==> config.mk <==
export PLATFORM = sky130hd
export DESIGN_NAME = pixel_frame_controller
export DESIGN_NICKNAME = d
export VERILOG_FILES = /design/src/rtl/pixel_frame_controller.sv
export SDC_FILE = /design/constraint.sdc
export NUM_CORES = 1
export LEC_CHECK = 0
export CAP_MARGIN = 20
export CELL_PAD_IN_SITES_DETAIL_PLACEMENT = 1
export CELL_PAD_IN_SITES_GLOBAL_PLACEMENT = 1
export CORE_ASPECT_RATIO = 2
export CORE_UTILIZATION = 40
export CTS_CLUSTER_DIAMETER = 200
export DETAILED_ROUTE_END_ITERATION = 8
export HOLD_SLACK_MARGIN = 0.06
export PLACE_DENSITY = 0.87
export SLEW_MARGIN = 25
export SYNTH_ARGS = -nofsm -noshare
export SYNTH_HDL_FRONTEND = slang
export SYNTH_SLANG_ARGS = --single-unit
==> constraint.sdc <==
create_clock -name CLK -period 2.5 [get_ports CLK]
set_clock_uncertainty 0.15 [all_clocks]
set_input_delay 0.625 -clock CLK [delete_from_list [all_inputs] [get_ports CLK]]
set_output_delay 0.625 -clock CLK [all_outputs]
set_load 0.01 [all_outputs]
==> src/rtl/pixel_frame_controller.sv <==
// rtl/pixel_frame_controller.sv - ERASE/EXPOSE/CONVERT/READ frame sequencer for the pixel row control bus.
// Optional build macro PIXEL_GRAY_COUNTER_EN selects a Gray-coded COUNTER broadcast.
module pixel_frame_controller #(
    parameter int PIXEL_ARRAY_HEIGHT = 8,
    parameter int PIXEL_BITS         = 8,
    parameter int ERASE_CYCLES       = 5,
    parameter int EXPOSE_CYCLES      = 255,
    parameter int READ_CYCLES        = 2,
    localparam int RW = (PIXEL_ARRAY_HEIGHT > 1) ? $clog2(PIXEL_ARRAY_HEIGHT) : 1
) (
    input  logic                          CLK,
    input  logic                          RESET_N,
    input  logic                          START,
    input  logic                          ABORT,
    output logic                          ERASE,
    output logic                          EXPOSE,
    output logic                          CONVERT,
    output logic [PIXEL_BITS-1:0]         COUNTER,
    output logic [PIXEL_ARRAY_HEIGHT-1:0] READ,
    output logic [RW-1:0]                 ROW_ADDR,
    output logic                          ROW_VALID,
    output logic                          BUSY,
    output logic                          FRAME_DONE
);

    localparam int MAXC = (ERASE_CYCLES > EXPOSE_CYCLES)
                        ? ((ERASE_CYCLES > READ_CYCLES) ? ERASE_CYCLES : READ_CYCLES)
                        : ((EXPOSE_CYCLES > READ_CYCLES) ? EXPOSE_CYCLES : READ_CYCLES);
    localparam int TW = $clog2(MAXC + 1);
    localparam int PB = PIXEL_BITS;
    localparam int H  = PIXEL_ARRAY_HEIGHT;

    typedef enum logic [2:0] {
        S_IDLE,
        S_ERASE,
        S_EXPOSE,
        S_CONVERT,
        S_READ
    } state_t;

    state_t          r_state;
    logic [TW-1:0]   r_timer;
    logic [PB-1:0]   r_bin;
    logic [RW-1:0]   r_row;
    logic            r_erase;
    logic            r_expose;
    logic            r_convert;
    logic [PB-1:0]   r_counter;
    logic [H-1:0]    r_read;
    logic            r_row_valid;
    logic            r_busy;
    logic            r_frame_done;

    logic [PB-1:0]   w_bin_next;
    logic            w_bin_last;

    assign w_bin_next = r_bin + PB'(1);
    assign w_bin_last = (r_bin == {PB{1'b1}});

    // Pixel latches sample COUNTER asynchronously, so Gray coding avoids multi-bit transitions.
    function automatic logic [PB-1:0] f_code(input logic [PB-1:0] b);
`ifdef PIXEL_GRAY_COUNTER_EN
        return b ^ (b >> 1);
`else
        return b;
`endif
    endfunction

    always_ff @(posedge CLK or negedge RESET_N) begin
        if (!RESET_N) begin
            r_state      <= S_IDLE;
            r_timer      <= '0;
            r_bin        <= '0;
            r_row        <= '0;
            r_erase      <= 1'b0;
            r_expose     <= 1'b0;
            r_convert    <= 1'b0;
            r_counter    <= '0;
            r_read       <= '0;
            r_row_valid  <= 1'b0;
            r_busy       <= 1'b0;
            r_frame_done <= 1'b0;
        end else if (ABORT) begin
            r_state      <= S_IDLE;
            r_timer      <= '0;
            r_bin        <= '0;
            r_row        <= '0;
            r_erase      <= 1'b0;
            r_expose     <= 1'b0;
            r_convert    <= 1'b0;
            r_counter    <= '0;
            r_read       <= '0;
            r_row_valid  <= 1'b0;
            r_busy       <= 1'b0;
            r_frame_done <= 1'b0;
        end else begin
            r_frame_done <= 1'b0;
            case (r_state)
                S_IDLE: begin
                    if (START) begin
                        r_state <= S_ERASE;
                        r_timer <= '0;
                        r_erase <= 1'b1;
                        r_busy  <= 1'b1;
                    end
                end
                S_ERASE: begin
                    if (r_timer == TW'(ERASE_CYCLES - 1)) begin
                        r_state  <= S_EXPOSE;
                        r_timer  <= '0;
                        r_erase  <= 1'b0;
                        r_expose <= 1'b1;
                    end else begin
                        r_timer <= r_timer + TW'(1);
                    end
                end
                S_EXPOSE: begin
                    if (r_timer == TW'(EXPOSE_CYCLES - 1)) begin
                        r_state   <= S_CONVERT;
                        r_timer   <= '0;
                        r_expose  <= 1'b0;
                        r_convert <= 1'b1;
                        r_bin     <= '0;
                        r_counter <= '0;
                    end else begin
                        r_timer <= r_timer + TW'(1);
                    end
                end
                S_CONVERT: begin
                    if (w_bin_last) begin
                        r_state     <= S_READ;
                        r_convert   <= 1'b0;
                        r_bin       <= '0;
                        r_counter   <= '0;
                        r_timer     <= '0;
                        r_row       <= '0;
                        r_read      <= H'(1);
                        r_row_valid <= (READ_CYCLES == 1);
                    end else begin
                        r_bin     <= w_bin_next;
                        r_counter <= f_code(w_bin_next);
                    end
                end
                S_READ: begin
                    if (r_timer == TW'(READ_CYCLES - 1)) begin
                        r_timer <= '0;
                        if (r_row == RW'(H - 1)) begin
                            r_state      <= S_IDLE;
                            r_row        <= '0;
                            r_read       <= '0;
                            r_row_valid  <= 1'b0;
                            r_busy       <= 1'b0;
                            r_frame_done <= 1'b1;
                        end else begin
                            r_row       <= r_row + RW'(1);
                            r_read      <= r_read << 1;
                            r_row_valid <= (READ_CYCLES == 1);
                        end
                    end else begin
                        r_timer     <= r_timer + TW'(1);
                        r_row_valid <= (r_timer == TW'(READ_CYCLES - 2));
                    end
                end
                default: begin
                    r_state <= S_IDLE;
                    r_busy  <= 1'b0;
                end
            endcase
        end
    end

    assign ERASE      = r_erase;
    assign EXPOSE     = r_expose;
    assign CONVERT    = r_convert;
    assign COUNTER    = r_counter;
    assign READ       = r_read;
    assign ROW_ADDR   = r_row;
    assign ROW_VALID  = r_row_valid;
    assign BUSY       = r_busy;
    assign FRAME_DONE = r_frame_done;

endmodule

==> results.cfg <==
[outcome]
status = completed

[drt]
drtIter0Drc = 21
antenna_left = 0
wirelength_mm = 5.51
dr.pass1.iters = 4
drc = 0
via_per_inst = 5.60
vias = 1786
wl_per_cell_um = 17.3

[sta]
finalCritPeriodShare = 0.895
fin_crit_ns = 2.24
holdWs_ns = 0.380
rsz0062_at_grt = no
tns_ns = 0
max_freq_mhz = 447
drv_slew = 0
hold_viol_final = 0
worst_pin_slew_ns = 0.614
setup_viol = 0
slew_headroom = 0.589

[floorplanning]
dieArea_um2 = 5400
start_util = 0.419
ioPinCount = 29
die_h_um = 103
coreArea_um2 = 4860
fp-row-count = 36
die_x_um = 52.5

[cells_and_area]
multi_input_area_um2 = 997
fin_area_um2 = 2550
final_common_cell = dfrtp_1
area_growth_pct = 25.2
drive_gt1_frac = 0.137
nets = 273
seqCellArea_um2 = 901
fin_cells = 319
antenna_cells = 0
final_cell_mix = dfrtp_1 (36), clkdlybuf4s50_1 (28), o21ai_0 (21)
num-fill-cells = 585

[placement]
dp_hpwl_mm = 4.22
place_congestion = 0.805
numPlacedInstances = 312
port_buffers = 28
dpl-instance-area_um2 = 2470

[worst_setup_path]
crit_path_max_fanout = 10
reg2reg_slack_ns = 0.26
cp.required_ns = 2.54
critPathLaunchType = flip-flop
crit_type = reg2reg
cp_data_arrival_time_ns = 2.28
endpoint_kind = flip-flop

[grt]
track_usage = 0.232
grt_antenna_before_repair = 0
overflow = 0
grt_pass1_vias = 1926
grt_pass1_wl_mm = 9.04
grt_max_degree = 37

[power]
power_mw = 1.70
power_density_nw_per_um2 = 666
peakVddDrop_mv = 0.417
leakagePower_nw = 1.12

[clocking]
postCtsSetupBuffers = 0
numCtsBuffers = 5
clockBufferDepth = 2
root_buffer = clkbuf_8
cts_tree = built
htree_levels = 2
clk_pin_slew_ns = 0.07
cts_resized = 0
clk-insertion-delay-late_ns = 0.30
clock_sinks = 36
ctsHoldBuffers = 0

[synthesis]
syn_area_per_cell_um2 = 9.39
syn_nets = 228
ys_types = 49
synthArstFlopShare = 1.00
post_synth_inst_count = 217
synth_ff_type = dfrtp_1
netlist_area_um2 = 2040
synth_warnings = 0
ys_seq_elements = 36
synth_edf_count = 0
yosysSeqAreaShare = 0.442

[worst_hold_path]
hold_class = reg2reg

[run]
maxCapViolCount = 0
-- state kept, by name (all words and copies together) (netlist names), 3 cells and up --
signal / count
COUNTER: 8
READ: 8
r_timer: 8
ROW_ADDR: 3
r_state: 3
-- cell usage after synthesis, types with 3 or more instances --
cell type  count  area, µm²
buf_2          5       25.0
nor2b_1        3       18.8
nor2_1        18       67.6
dfrtp_1       36        901
nand2_1       18       67.6
o21ai_1        8       40.0
a21o_1         5       37.5
o21ai_0       21        105
inv_1         16       60.1
a21oi_1        4       20.0
nand4_1        3       18.8
ha_1           7       87.6
a31oi_1        3       18.8
nand3_1       16       80.1
nor3_1         4       20.0
o211a_1        3       30.0
and3_1         4       25.0
-- worst paths after layout --
check / start / to / cells past startpoint
max: r_timer[0]$_DFFE_PN0P_ / r_timer[5]$_DFFE_PN0P_ / 7
min: READ[7]$_DFFE_PN0P_ / READ[7]$_DFFE_PN0P_ / 2
max reg2reg: r_timer[0]$_DFFE_PN0P_ / r_timer[5]$_DFFE_PN0P_ / 7
min reg2reg: READ[7]$_DFFE_PN0P_ / READ[7]$_DFFE_PN0P_ / 2
max in group asynchronous: RESET_N / COUNTER[5]$_DFFE_PN0P_ / 2
min in group asynchronous: RESET_N / FRAME_DONE$_DFF_PN0_ / 2
-- routing by layer --
layer | routed length, µm | share of wire | GRT usage | up-vias
li1 | - | - | - | 859
met1 | 2010 | 0.36 | 0.224 | 875
met2 | 3150 | 0.57 | 0.427 | 36
met3 | 146 | 0.026 | 0.0560 | 16
met4 | 206 | 0.037 | 0.130 | 0
met5 | 0 | 0 | 0 | -
-- power breakdown --
part | internal [mW] | leakage, nW | switching, mW
clock network | 0.189 | 0.0410 | 0.210
logic | 0.276 | 0.582 | 0.311
registers | 0.631 | 0.495 | 0.0793
total | 1.10 | 1.12 | 0.601
-- critical path: stages (launching register included) --
cell and delay [ns]:
dfrtp_1 0.44, inv_1 0.11, ha_1 0.18, nand3_1 0.16, o211a_1 0.29, o31ai_4 0.43, nor2_1 0.10, a221o_1 0.27
-- metrics by stage --
step	util	setup WS [ns]
floorplan	-	0.539
global placement	0.508	-0.0117
detailed placement	0.508	-0.0529
CTS	0.524	0.225
global route	0.524	0.107
finish	0.524	0.261
-- logic make-up after synthesis --
logic type / share of synthesized area
AOI/OAI and AO/OA: 0.227
xor gates and xnor gates: 0.00860
adders and majority gates: 0.0430
buffers and inverters: 0.0682
DFF: 0.442
muxes: 0.0172
and+or+nand+nor: 0.193
-- area by class of cell --
type,instances,area share
Inverter,16,0.0236
Clock inverter,1,0.00196
Multi-Input combinational cell,155,0.391
Sequential cell,36,0.353
Tap cell,57,0.0280
Timing Repair Buffer,48,0.174
Clock buffer,6,0.0285
Power figures use the tool's default switching activity.
